## config.mk

```make
export PLATFORM = sky130hd
export DESIGN_NAME = prio_encoder
export DESIGN_NICKNAME = d
export VERILOG_FILES = /design/src/rtl/prio_encoder_pkg.sv /design/src/rtl/prio_encoder_core.sv /design/src/rtl/prio_encoder.sv
export SDC_FILE = /design/constraint.sdc
export NUM_CORES = 1
export LEC_CHECK = 0
export CAP_MARGIN = 20
export CORE_AREA = 2 2 39 41
export CTS_CLUSTER_DIAMETER = 30
export DETAILED_ROUTE_END_ITERATION = 8
export DIE_AREA = 0 0 41 43
export SYNTH_ARGS = -nofsm -noshare
export SYNTH_HDL_FRONTEND = slang
export SYNTH_SLANG_ARGS = --single-unit
export TNS_END_PERCENT = 100
```

## constraint.sdc

```tcl
create_clock -name clk -period 0.85 [get_ports clk]
set_input_delay 0.085 -clock clk [delete_from_list [all_inputs] [get_ports clk]]
set_output_delay 0.085 -clock clk [all_outputs]
set_load 0.02 [all_outputs]
```

## src/rtl/prio_encoder_pkg.sv

```systemverilog
// Shared constants and helpers for the priority encoder.
// Optional multi-hot checking is enabled with the PRIO_ENCODER_CHECK_EN macro.
package prio_encoder_pkg;

  localparam int unsigned LsbFirst = 0;
  localparam int unsigned MsbFirst = 1;

  typedef enum logic {
    StEmpty,
    StFull
  } out_state_e;

  // Width of an index into an n-wide vector (n is a power of two).
  function automatic int unsigned log2w(input int unsigned n);
    int unsigned r;
    r = 0;
    for (int i = 0; i < 32; i++) begin
      if ((32'd1 << i) < n) r = i + 1;
    end
    return r;
  endfunction

endpackage

```

## src/rtl/prio_encoder_core.sv

```systemverilog
// Combinational priority encode of a request vector.
// The multi-hot flag exists only when PRIO_ENCODER_CHECK_EN is defined.
module prio_encoder_core
  import prio_encoder_pkg::*;
#(
  parameter int unsigned N         = 8,
  parameter int unsigned MSB_FIRST = LsbFirst,
  localparam int unsigned W        = log2w(N)
) (
  input  logic [N-1:0] f,
  output logic [W-1:0] a,
`ifdef PRIO_ENCODER_CHECK_EN
  output logic         multi,
`endif
  output logic         none
);

  always_comb begin
    int   idx;
    logic found;
    a     = '0;
    found = 1'b0;
    idx   = 0;
    // Scan in priority order; the first set bit seen wins.
    for (int i = 0; i < int'(N); i++) begin
      idx = (MSB_FIRST == MsbFirst) ? (int'(N) - 1 - i) : i;
      if (f[idx] && !found) begin
        a     = idx[W-1:0];
        found = 1'b1;
      end
    end
  end

  assign none = ~|f;

`ifdef PRIO_ENCODER_CHECK_EN
  // Clearing the lowest set bit leaves something only if more than one was set.
  assign multi = |(f & (f - N'(1)));
`endif

endmodule

```

## src/rtl/prio_encoder.sv

```systemverilog
// Priority encoder with a one-deep valid/ready output register.
// PRIO_ENCODER_CHECK_EN adds the multi-hot flag, sticky error and its clear.
module prio_encoder
  import prio_encoder_pkg::*;
#(
  parameter int unsigned N         = 8,
  parameter int unsigned MSB_FIRST = LsbFirst,
  localparam int unsigned W        = log2w(N)
) (
  input  logic         clk,
  input  logic         rst_n,
  input  logic         in_valid,
  output logic         in_ready,
  input  logic [N-1:0] f,
  output logic         out_valid,
  input  logic         out_ready,
  output logic [W-1:0] a,
`ifdef PRIO_ENCODER_CHECK_EN
  output logic         multi,
  output logic         err_sticky,
  input  logic         err_clr,
`endif
  output logic         none
);

  out_state_e   st_q;
  logic [W-1:0] a_q;
  logic         none_q;
  logic [W-1:0] core_a;
  logic         core_none;
  logic         in_xfer;
  logic         out_xfer;

`ifdef PRIO_ENCODER_CHECK_EN
  logic core_multi;
  logic multi_q;
  logic err_q;
`endif

  prio_encoder_core #(
    .N         (N),
    .MSB_FIRST (MSB_FIRST)
  ) u_core (
    .f     (f),
    .a     (core_a),
`ifdef PRIO_ENCODER_CHECK_EN
    .multi (core_multi),
`endif
    .none  (core_none)
  );

  assign out_valid = (st_q == StFull);
  assign in_ready  = ~out_valid | out_ready;
  assign in_xfer   = in_valid & in_ready;
  assign out_xfer  = out_valid & out_ready;

  always_ff @(posedge clk or negedge rst_n) begin
    if (!rst_n) begin
      st_q   <= StEmpty;
      a_q    <= '0;
      none_q <= 1'b0;
`ifdef PRIO_ENCODER_CHECK_EN
      multi_q <= 1'b0;
`endif
    end else if (in_xfer) begin
      st_q   <= StFull;
      a_q    <= core_a;
      none_q <= core_none;
`ifdef PRIO_ENCODER_CHECK_EN
      multi_q <= core_multi;
`endif
    end else if (out_xfer) begin
      // Result fields keep their last value once drained.
      st_q <= StEmpty;
    end
  end

  assign a    = a_q;
  assign none = none_q;

`ifdef PRIO_ENCODER_CHECK_EN
  // A new multi-hot word outranks a clear in the same cycle.
  always_ff @(posedge clk or negedge rst_n) begin
    if (!rst_n) begin
      err_q <= 1'b0;
    end else if (in_xfer && core_multi) begin
      err_q <= 1'b1;
    end else if (err_clr) begin
      err_q <= 1'b0;
    end
  end

  assign multi      = multi_q;
  assign err_sticky = err_q;
`endif

endmodule

```

After elaboration in Yosys (flattened, before gate mapping)
Index checks and enable logic that the tools add are counted.
- register bits after elaboration: 5
- latch bits: 0
- bits in writable memories: 0
- memory bits (read-only): 0
- input port bits: 12
- output and inout bits: 6
- word-level logic and storage cells: 40
- memories kept: 0
- add/sub/neg operators: 0
- multiply operators: 0
- div/mod/pow operators: 0
- magnitude comparators: 0
- eq/ne operators: 0
- shift-type cells: 0
- muxes and demuxes: 16
- bitwise operators: 4
- reduce and logical (&&, ||, !) cells: 17
- operators with widths (cell ; number):
    $mux 3 ; 4
    $mux 1 ; 10
    $logic_not 1->1 ; 8
    $reduce_or 8->1 ; 1
    $logic_and 1x1->1 ; 7
    $mux 2 ; 2
    $and 1x1->1 ; 2
    $reduce_bool 2->1 ; 1
    $not 1->1 ; 1
    $or 1x1->1 ; 1

Depth between registers and ports, before layout
- word-level depth: 22
- gate-level depth with buffers: 4

Hierarchy
From an unflattened synthesis, not the netlist that was laid out.
- cells, all modules: 28
- area, all modules: 305.3 µm²
- by module, submodules not included (module ; instances ; cells each ; area an instance (µm²) ; seq. area each (µm²)):
    prio_encoder ; 1 ; 12 ; 217.7 ; 125.1
    prio_encoder_core ; 1 ; 16 ; 87.6 ; 0.0

Worst setup path after synthesis
Ideal clock, no wire load.
- path kind: register to register
- from: reg st_q (netlist: out_valid)
- to: reg a_q[1] (netlist: a[1])
- arrival time: 1030 ps
- required time: 730 ps
- setup slack: -301 ps
- cell stages (with the launch flop): 5
- path buffers: 1
- period minus slack after synthesis: 1151 ps
- cells stage by stage: dfrtp_1 nand2b_1 buf_2 a21boi_0 a41o_1
- longest elaborated chain between the ends: 3
- RTL lines (item ; RTL line ; RTL):
    from (decl) ; prio_encoder.sv:26 ; out_state_e st_q;
    from (signal assigned) ; prio_encoder.sv:59 ; st_q <= StEmpty;
    from (signal assigned) ; prio_encoder.sv:66 ; st_q <= StFull;
    from (signal assigned) ; prio_encoder.sv:74 ; st_q <= StEmpty;
    $not 1->1 ; prio_encoder.sv:53 ; assign in_ready = ~out_valid | out_ready;
    $or 1x1->1 ; prio_encoder.sv:53 ;
    named net in_ready ; prio_encoder.sv:13 ; output logic in_ready,
    $and 1x1->1 ; prio_encoder.sv:54 ; assign in_xfer = in_valid & in_ready;
    to (signal assigned) ; prio_encoder.sv:67 ; a_q <= core_a;
    to (decl) ; prio_encoder.sv:27 ; logic [W-1:0] a_q;
The timed path passes the listed nets, and every way through them passes these cells.
A chain may end at the register's enable or synchronous reset.

Worst setup path in the final report
- from: reg st_q (netlist: out_valid)
- to: reg a_q[1] (netlist: a[1])
- longest elaborated chain between the ends: 3
- RTL lines (item ; RTL line):
    $not 1->1 ; prio_encoder.sv:53
    $or 1x1->1 ; prio_encoder.sv:53
    $and 1x1->1 ; prio_encoder.sv:54
No other way between the ends.

==> impl_summary.txt <==
----------------------------------------------------
[Clock tree]
  Clock latency of the later-clocked register in the worst-skew pair ... 0.24 ns
  Number of H-tree levels ... 1
  Total of hold buffers inserted after clock tree synthesis ... 0
  Clock tree from TritonCTS ... built
  CTS clk-pin slew, worst paths ... 0.04 ns
  Deepest clock path buffer count ... 2
  Clk Tree Root Cell ... clkbuf_4
  Total CTS buffers ... 3
  Clock sink count ... 5

[STA]
  Post-route fraction of the period consumed by the critical path ... 114.2%
  Max-slew violations ... 0
  Final Critical Period ... 0.9709 ns
  Setup violation total in the final timing report ... 6
  Post-Route Setup TNS ... -0.5173 ns
  Skew final ... 0.0001295 ns
  Worst slew pin tran ... 0.2813 ns
  Number of hold violations in the final report ... 0
  Relative slew slack ... 81.00%
  Setup repair after global routing missed its margin ... yes
  Final Hold Slack ... 0.06997 ns
  Achievable frequency ... 1030 MHz
  Worst setup slack after layout ... -0.1209 ns

[Routing]
  Final routed DRC violation total ... 0
  Count of antenna-violating nets left after detailed routing ... 0
  Final routed wire length divided by cell count ... 10.94 um
  First drt pass iteration count ... 4
  Mean number of vias per cell ... 4.563
  Drt total wl ... 777 um
  Number of DRC markers in iteration 0 ... 3
  Vias post-DR ... 324

[GRT]
  Number of antenna violations at the first check in global routing ... 0
  Maximum number of pins on one net before global-route repair ... 8
  Grt total ovfl ... 0
  First-pass GRT wire length ... 1138 um
  Vias in the first global route ... 306
  GR Util All Layers ... 9.548%

[Place]
  Placement-stage worst setup slack ... -0.4936 ns
  HPWL after detailed placement ... 591 um
  Number of buffers inserted by port buffering ... 17
  Placer's final routability congestion estimate ... 0.7056

[Final layout]
  Net count, final ... 68
  Fraction of layout cells with a size suffix above 1 ... 38.18%
  Fraction of the core area covered by cells at the end of the flow ... 40.78%
  Count of antenna diodes in the layout ... 0
  Relative area change from synthesis to final layout ... 91.10%

[Worst setup path]
  Kind of start point of the critical path ... flop
  Biggest fanout along the worst timing path ... 7
  Buffers plus inverters on the worst setup path ... 1
  Type of the setup path with the least slack ... flop to flop
  Slowest cell on crit path ... dfrtp_2
  Max incr delay on CP ... 0.41 ns
  Critical Path, Cell by Cell ... nand2b_4 > buf_6 > a21boi_2 > a41o_1
  Crit path capture type ... flop
  Total number of cells along the worst setup path ... 4
  Required @ worst endpoint ... 0.98 ns
  Reg2reg path depth ... 4
  Gate family responsible for the most delay along the worst path ... flip-flops
  Critical Path AT ... 1.10 ns

[Yosys]
  Mapped Area ... 295.3 sq um
  Adder-cell share of the synthesized area ... 0%
  Post-synthesis share of cell area spent on and, or, nand and nor gates ... 28.39%
  Cell variety after synth ... 20
  Most common flop cell mapped by yosys ... dfrtp_1
  Post-synthesis share of cell area spent on xor and xnor gates ... 0%
  Mapped Nets ... 42
  Largest family of logic cells by synthesized area ... simple AND/OR/NAND/NOR gates
  Fraction of post-synthesis cell area in the top cell type by area ... 42.37%
  Count of flip-flops with a built-in enable after synthesis ... 0
  Fraction of the yosys area taken by sequential cells ... 42.37%
  Synthesized area per cell ... 9.843 sq um
  Yosys warning count ... 0
  Yosys reg bits ... 5
  Library cell occupying the most area in the post-synthesis netlist ... dfrtp_1
  Cells taking the most area after synthesis ... dfrtp_1 42%, nor4_4 7.2%, o31ai_1 5.1%, nand2b_1 4.2%, nor2_1 3.8%
  Multiplexer fraction of the synthesized cell area ... 3.390%
  Fraction of registers with async set/reset ... 100.0%
  Synthesized-area fraction occupied by ao, oa, aoi and oai cells ... 21.61%
  Synthesized instance count ... 30

[Flow run]
  Count of maximum capacitance violations ... 0

[Floorplan]
  Die Y-Extent ... 43 um
  Core region area ... 1384 sq um
  Total number of placement rows ... 14
  Die Wd ... 41 um
  Initial Utilization ... 21.34%
  Top-level I/O count ... 18
  Total die area ... 1763 sq um

[Run status]
  Outcome ... complete, but fails checks
  Violations in the final reports ... negative setup slack

[Min path]
  Min-delay worst type ... primary input to async pin

[Pwr]
  Total chip power ... 0.7650 mW
  Leakage ... 0.2530 nW
  Worst VDD drop ... 0.0007256 V
  Power density over cell area ... 1356 nW/um^2

----------------------------------------------------
-- registers in the layout (all words and copies together) (netlist names) --
name and flops:
a 3, none 1, out_valid 1
-- power by group --
group / total (mW) / switching, mW / internal, mW
combinational: 0.221 / 0.101 / 0.121
clock: 0.273 / 0.0961 / 0.177
sequential: 0.270 / 0.0129 / 0.257
total: 0.765 / 0.210 / 0.555
-- metal layers --
layer	share of wire [%]	wire length, um	vias to the layer above	track usage [%]
li1	-	-	163	-
met1	43	335	147	11.61
met2	47	363	14	13.75
met3	9.9	77	0	6.283
met4	0	0	0	2.000
met5	0	0	-	0
-- cell usage after synthesis, types with 2 or more instances --
library cell	instances
dfrtp_1	5
nor2_1	3
inv_1	2
nand2_1	2
nand2b_1	2
o31ai_1	2
-- placed cells by master, fill, tap and decap left out, drive strengths merged, types with 2 or more instances in the layout --
cell,n
dlygate4sd2,6
buf,11
inv,2
clkdlybuf4s50,5
nor2,3
o31ai,2
nand2,2
clkbuf,4
nand2b,2
dfrtp,5
-- logic make-up (layout without fill, tap and decap cells) --
| logic type | Yosys count | after routing |
|---|---|---|
| flops | 5 | 5 |
| mux | 1 | 1 |
| simple gates | 13 | 13 |
| compound gates | 8 | 8 |
| buf+inv | 3 | 28 |
-- metrics by stage --
stage / std cells / cell area (sq um)
6_report: 71 / 564.3
5_1_grt: 71 / 564.3
4_1_cts: 71 / 550.5
3_5_place_dp: 66 / 511.7
3_3_place_gp: 66 / 511.7
2_1_floorplan: 30 / 302.8
-- worst register-to-register path: cells and delay by family, from the launching register on --
kind                   cells  cell delay [ns]
AND/OR/NAND/NOR            1             0.08
buffers and inverters      1             0.12
flip-flops                 1             0.41
AO/OA/AOI/OAI              2             0.25
-- cell type report --
type,count,area (sq um)
fill,134,819.5
timing repair buffer,22,201.4
multi-input combinational,22,182.7
sequential,5,126.4
clock buffer,4,26.28
tap,16,20.02
inverter,2,7.507
-- repair_timing --
action                     CTS  global route
setup endpoints to repair   10            10
buffers inserted             1             0
gates resized for setup     42             3
hold endpoints to repair     0             0
pin swaps                    3             1
-- worst paths after layout --
| path | from | to | slack [ns] |
|---|---|---|---|
| worst max-delay path | out_valid | a[1] | -0.12 |
| min in group clk | f[0] | a[2] | 0.36 |
| worst max register to register | out_valid | a[1] | -0.12 |
| worst min-delay path | rst_n | a[1] | 0.07 |
| max in group asynchronous | rst_n | out_valid | 0.57 |
| worst min register to register | a[2] | a[2] | 0.56 |
No activity file was read; power rests on OpenSTA's default activity.
